$ cat src/rtl/clock_mode_ctrl.sv
// Wall-clock time keeper: BCD hh:mm:ss registers with a RUN / SET_HR / SET_MIN
// mode sequencer, field blink request and a once-per-day rollover pulse.
//
// state   | meaning
// RUN     | time advances on tick, btn_inc ignored, blank held low
// SET_HR  | btn_inc bumps hours only, tick toggles blank
// SET_MIN | btn_inc bumps minutes only, tick toggles blank
module clock_mode_ctrl #(
  parameter bit HOURS_24 = 1'b1
) (
  input  logic       clk,
  input  logic       reset,
  input  logic       tick,
  input  logic       btn_mode,
  input  logic       btn_inc,
  output logic [7:0] hours,
  output logic [7:0] minutes,
  output logic [7:0] seconds,
  output logic [1:0] mode,
  output logic       blank,
  output logic       day_out
);

  typedef enum logic [1:0] {
    RUN     = 2'b00,
    SET_HR  = 2'b01,
    SET_MIN = 2'b10
  } state_t;

  localparam logic [7:0] HR_FIRST = HOURS_24 ? 8'h00 : 8'h01;
  localparam logic [7:0] HR_LAST  = HOURS_24 ? 8'h23 : 8'h12;
  localparam logic [7:0] HR_RST   = HOURS_24 ? 8'h00 : 8'h12;

  state_t     state, state_nxt;
  logic [7:0] hours_nxt, minutes_nxt, seconds_nxt;
  logic       blank_nxt, day_nxt;

  // BCD increment that wraps from 'last' back to 'first'.
  function automatic logic [7:0] bcd_inc(input logic [7:0] v,
                                         input logic [7:0] last,
                                         input logic [7:0] first);
    if (v == last)
      return first;
    else if (v[3:0] == 4'd9)
      return {v[7:4] + 4'd1, 4'h0};
    else
      return {v[7:4], v[3:0] + 4'd1};
  endfunction

  always_comb begin
    state_nxt   = state;
    hours_nxt   = hours;
    minutes_nxt = minutes;
    seconds_nxt = seconds;
    blank_nxt   = blank;
    day_nxt     = 1'b0;
    case (state)
      RUN: begin
        blank_nxt = 1'b0;
        if (tick) begin
          seconds_nxt = bcd_inc(seconds, 8'h59, 8'h00);
          if (seconds == 8'h59) begin
            minutes_nxt = bcd_inc(minutes, 8'h59, 8'h00);
            if (minutes == 8'h59) begin
              hours_nxt = bcd_inc(hours, HR_LAST, HR_FIRST);
              day_nxt   = (hours == HR_LAST);
            end
          end
        end
        // tick coinciding with btn_mode was applied above before leaving RUN
        if (btn_mode)
          state_nxt = SET_HR;
      end
      SET_HR: begin
        if (btn_mode) begin
          state_nxt = SET_MIN;
          blank_nxt = 1'b0;
        end else if (btn_inc) begin
          hours_nxt = bcd_inc(hours, HR_LAST, HR_FIRST);
          blank_nxt = 1'b0;
        end else if (tick) begin
          blank_nxt = ~blank;
        end
      end
      SET_MIN: begin
        if (btn_mode) begin
          state_nxt   = RUN;
          seconds_nxt = 8'h00;
          blank_nxt   = 1'b0;
        end else if (btn_inc) begin
          minutes_nxt = bcd_inc(minutes, 8'h59, 8'h00);
          blank_nxt   = 1'b0;
        end else if (tick) begin
          blank_nxt = ~blank;
        end
      end
      default: begin
        state_nxt = RUN;
        blank_nxt = 1'b0;
      end
    endcase
  end

  always_ff @(posedge clk or posedge reset) begin
    if (reset) begin
      state   <= RUN;
      hours   <= HR_RST;
      minutes <= 8'h00;
      seconds <= 8'h00;
      blank   <= 1'b0;
      day_out <= 1'b0;
    end else begin
      state   <= state_nxt;
      hours   <= hours_nxt;
      minutes <= minutes_nxt;
      seconds <= seconds_nxt;
      blank   <= blank_nxt;
      day_out <= day_nxt;
    end
  end

  assign mode = state;

endmodule
$ cat config.mk
export PLATFORM = sky130hd
export DESIGN_NAME = clock_mode_ctrl
export DESIGN_NICKNAME = d
export VERILOG_FILES = /design/src/rtl/clock_mode_ctrl.sv
export SDC_FILE = /design/constraint.sdc
export NUM_CORES = 1
export LEC_CHECK = 0
export BUFFER_PORTS_ARGS = -buffer_cell sky130_fd_sc_hd__buf_2
export CORE_MARGIN = 3
export CORE_UTILIZATION = 45
export DETAILED_ROUTE_END_ITERATION = 8
export PLACE_DENSITY = 0.67
export SETUP_SLACK_MARGIN = 0.2
export SLEW_MARGIN = 20
export SYNTH_ARGS = -nofsm -noshare
export SYNTH_HDL_FRONTEND = slang
export SYNTH_SLANG_ARGS = --single-unit
$ cat constraint.sdc
create_clock -name clk -period 2.2 [get_ports clk]
set_input_delay 0.11 -clock clk [delete_from_list [all_inputs] [get_ports clk]]
set_output_delay 0.11 -clock clk [all_outputs]
set_load 0.1 [all_outputs]
## Word level (Yosys, flattened, before mapping)

Index checks and enable logic that the tools add are counted.

| storage, ports and cells | value |
|---|---|
| register bits after elaboration | 28 |
| bits of input ports | 5 |
| output and inout bits | 28 |
| word-level logic and storage cells | 75 |

| operators by class | value |
|---|---|
| add/subtract/negate cells | 6 |
| equal/unequal tests | 20 |
| muxes and demuxes | 32 |
| bitwise operators | 1 |
| reduce and logical (&&, ||, !) cells | 9 |

Operators with widths:

| cell | count |
|---|---|
| $mux 8 | 17 |
| $pmux 8 s2 | 3 |
| $add 4x1->4 const B | 6 |
| $ne 2x2->1 const B | 10 |
| $eq 8x7->1 const B | 2 |
| $eq 4x4->1 const B | 3 |
| $eq 8x6->1 const B | 1 |
| $mux 1 | 8 |
| $mux 2 | 3 |
| $pmux 2 s3 | 1 |
| $reduce_and 3->1 | 2 |
| $reduce_and 6->1 | 1 |
| $reduce_and 5->1 | 1 |
| $ne 4x1->1 const B | 1 |
| $reduce_and 4->1 | 1 |
| $reduce_bool 2->1 | 2 |
| $ne 3x3->1 const B | 1 |
| $eq 2x1->1 const B | 1 |
| $eq 2x2->1 const B | 1 |
| $logic_not 2->1 | 1 |
| $reduce_or 2->1 | 1 |
| $not 1->1 | 1 |

## Depth between registers and ports, before layout

| logic depth | value |
|---|---|
| word-level depth | 7 |
| mapped depth | 7 |
| depth with buffers taken out | 6 |

## Worst setup path after synthesis

OpenSTA, ideal clock, no wires.

| path | value |
|---|---|
| kind | register -> register |
| start point | register state[0], in the netlist mode[0] |
| end point | register hours[0] |
| library setup time | 0.127 ns |
| arrival | 2.414 ns |
| data required time | 2.073 ns |
| slack | -0.341 ns |
| cell stages (with the launch flop) | 8 |
| path buffers | 1 |
| period minus slack after synthesis | 2.541 ns |
| cell sequence | dfrtp_1 -> inv_1 -> ha_1 -> clkbuf_2 -> nor2b_1 -> a211oi_4 -> and2_4 -> mux2_4 |

| on the way | value |
|---|---|
| longest elaborated chain between the ends | 3 |
| elaborated cells between the ends (all ways) | 10 |
| classes of those cells | 6 x eq/ne; 1 x mux; 3 x reduce/logical |

RTL lines:

| element | RTL line | source |
|---|---|---|
| start, declared | 34 | `state_t state, state_nxt;` |
| start signal, assigned | 113 | `state <= state_nxt;` |
| $eq 2x1->1 or $logic_not 2->1 (tied branches) | 57 | `case (state)` |
| $ne 2x2->1 (no line) or $reduce_bool 2->1 (tied branches) | -- |  |
| $reduce_and 6->1 (no line) | -- |  |
| end signal, assigned | 114 | `hours <= hours_nxt;` |
| end, declared | 16 | `output logic [7:0] hours,` |

Several ways; a longest one is shown, not always the timed one.
A chain may end at the register's enable or synchronous reset.

## Worst setup path after layout

| path | value |
|---|---|
| start point | register seconds[5] |
| end point | register minutes[5] |

| on the way | value |
|---|---|
| longest elaborated chain between the ends | 3 |

RTL lines:

| element | RTL line | source |
|---|---|---|
| start, declared | 18 | `output logic [7:0] seconds,` |
| start signal, assigned | 116 | `seconds <= seconds_nxt;` |
| $eq 8x7->1 | 62 | `if (seconds == 8'h59) begin` |
| $ne 2x2->1 (no line) | -- |  |
| $reduce_and 5->1 (no line) | -- |  |
| end signal, assigned | 115 | `minutes <= minutes_nxt;` |
| end, declared | 17 | `output logic [7:0] minutes,` |

No other way between the ends.

==> qor.yml <==
status: "finished, final reports clean"
antenna_found_initial: 0
rsz0062_at_grt: "yes"
antenna_left: 0
drt-initial-drc-count: 65
wl_mm: 3.934
worst_pin_slew_ns: 0.5996
clk_latency_ns: 0.27
synth_top_area_share: 0.4127
async_flop_share: 1.000
syn_inst: 160
ys.flop_type: "dfrtp_1"
crit_path_end_kind: "flop"
cp-start-kind: "flop"
cts-buffers-inserted: 3
ys_top_cells_by_area: "dfrtp_1 41%, ha_1 11%, mux2_4 3.5%"
grt_pass1_wl_mm: 6.044
timing.rr.start: "seconds[5]$_DFFE_PP0P_"
min_period_over_period: 0.8914
wl_per_cell_um: 15.49
insertedDiodeCount: 0
holdWs_ns: 0.04820
ys_ff_latch: 28
place.gp.congestion: 0.9236
crit_required_ns: 2.36
clk_pin_slew_worst_paths_ns: 0.10
post-route-min-period_ns: 1.961
core_mm2: 0.003495
netlist_area_mm2: 0.001698
root_buffer: "clkbuf_8"
path_class: "reg2reg"
cts_tree: "built"
grt_max_degree: 16
area_delta_synth_final_pct: 27.56
setup_violations: 0
synth_cell_types: 46
finalNetCount: 229
synth_largest_area_cell: "dfrtp_1"
yosysSeqAreaShare: 0.4127
die-height_um: 67.43
row_count: 21
io_buffers: 32
drive_gt1_frac: 0.4519
startpoint: "seconds[5]$_DFFE_PP0P_"
worstHoldStart: "btn_inc"
vias: 1424
finalClockSkew_ns: 0.005878
htreeDepth: 1
grt_pass1_vias: 1318
die_x_um: 67.43
synth.net_count: 180
viasPerCell: 5.606
synth_edf_count: 0
initial_core_util: 0.4859
first_pass_iters: 4
fmax_mhz: 509.9
finalMaxSlewViolations: 0
dieArea_mm2: 0.004546
cts_sinks: 28
yosysWarnings: 0
synth_area_per_cell_um2: 10.61
fillers: 304
layout_commonest_cell: "buf_2"
cp.arrival_ns: 2.12
cts_buffer_depth: 2
relSlewSlack: 0.5999
fin_util: 0.6198
ioPinCount: 33
critPathMaxFanout: 7
holdCritPathClass: "in2reg"
dp_hpwl_mm: 2.863
finalSetupTns_ns: 0
grtUsageTotal: 0.1727
hold_viol: 0
maxCapViolCount: 0
drc: 0
gr-total-overflow: 0
final_cell_mix: "32 x buf_2, 14 x dfrtp_2, 13 x nor2_1, 13 x ha_1, 12 x buf_4"
## worst paths after layout
path                                               end  slack (ns)  depth (start not counted)
worst max register to register  minutes[5]$_DFFE_PP0P_        0.24                          6
min in group asynchronous          mode[0]$_DFFE_PP0P_        0.44                          3
worst max-delay path            minutes[5]$_DFFE_PP0P_        0.24                          6
max in group asynchronous         hours[5]$_DFFE_PP0P_        1.12                          4
worst min-delay path                 blank$_DFFE_PP0P_        0.05                          2
worst min register to register    hours[7]$_DFFE_PP0P_        0.50                          1
## cell families (layout without fill, tap and decap cells)
logic type               after synthesis  in the layout  share of synthesized area
AND/OR/NAND/NOR                       60             60                     0.2137
AO/OA/AOI/OAI                         33             33                     0.1577
flip-flops                            28             28                     0.4127
adder cells (fa/ha/maj)               15             15                     0.1105
buffers and inverters                 13             61                    0.02947
multiplexers                           8              8                    0.06043
XOR/XNOR                               3              3                    0.01548
## what timing repair did
item,4_1_cts,5_1_grt
cloned,0,0
setup endpoints to repair,2,5
endpoints found under the hold margin,14,0
resized for setup,3,5
hold buffers,1,0
setup buffers,0,10
pin swaps,0,4
## layer usage
layer	global-route usage	vias to the layer above	wire length, µm	share of wire
met1	0.2484	698	1798	0.46
li1	-	686	-	-
met3	0.02329	6	137	0.035
met4	0.03544	0	23	0.0058
met5	0	-	0	0
met2	0.2773	34	1975	0.50
## final cells by class
type                            count  area, µm²  share of cell area
Multi-Input combinational cell    119      996.0              0.4598
Tap cell                           46      57.56             0.02657
Inverter                           12      48.80             0.02253
Clock buffer                        4      55.05             0.02542
Timing Repair Buffer               45      260.3              0.1202
Sequential cell                    28      748.2              0.3455
## stage by stage
step	instance area [µm²]	setup WS, ns	std cells
6_report	2166	0.2390	254
5_1_grt	2166	0.1772	254
4_1_cts	2062	0.2383	244
3_5_place_dp	1983	0.2135	239
3_3_place_gp	1983	0.2547	239
2_1_floorplan	1764	0.1314	160
## cell usage after synthesis, types with 2 or more instances
cell type  instances
dfrtp_1           28
mux2_2             2
o21ai_0            4
nand4_1            4
nand2b_1           2
nand4b_1           2
mux2i_1            2
nand3_1            7
ha_1              15
o211ai_1           3
or3_1              2
and3b_1            3
nor2b_1            3
o31ai_1            4
nand2_1            5
a21oi_1            2
mux2_4             4
nor4b_1            2
a31oi_1            4
and3b_2            2
xnor2_1            3
nor4_1             2
nor2_1            13
inv_1             12
o22ai_1            2
and3_1             3
a21o_1             4
nand3b_1           3
## flip-flops by register name, indices dropped and copies added (netlist names)
signal   flops
day_out      1
mode         2
seconds      8
blank        1
minutes      8
hours        8
## worst max-delay path, stage by stage, from the launching register on
cell and delay [ns]:
dfrtp_4 0.51, inv_2 0.07, ha_1 0.12, and3b_2 0.26, a31oi_4 0.14, or3_4 0.44, mux2_4 0.31
Power is left out: the tool's default activity adds up to more than one toggle a clock period on the data nets, which glitch-free logic cannot reach.
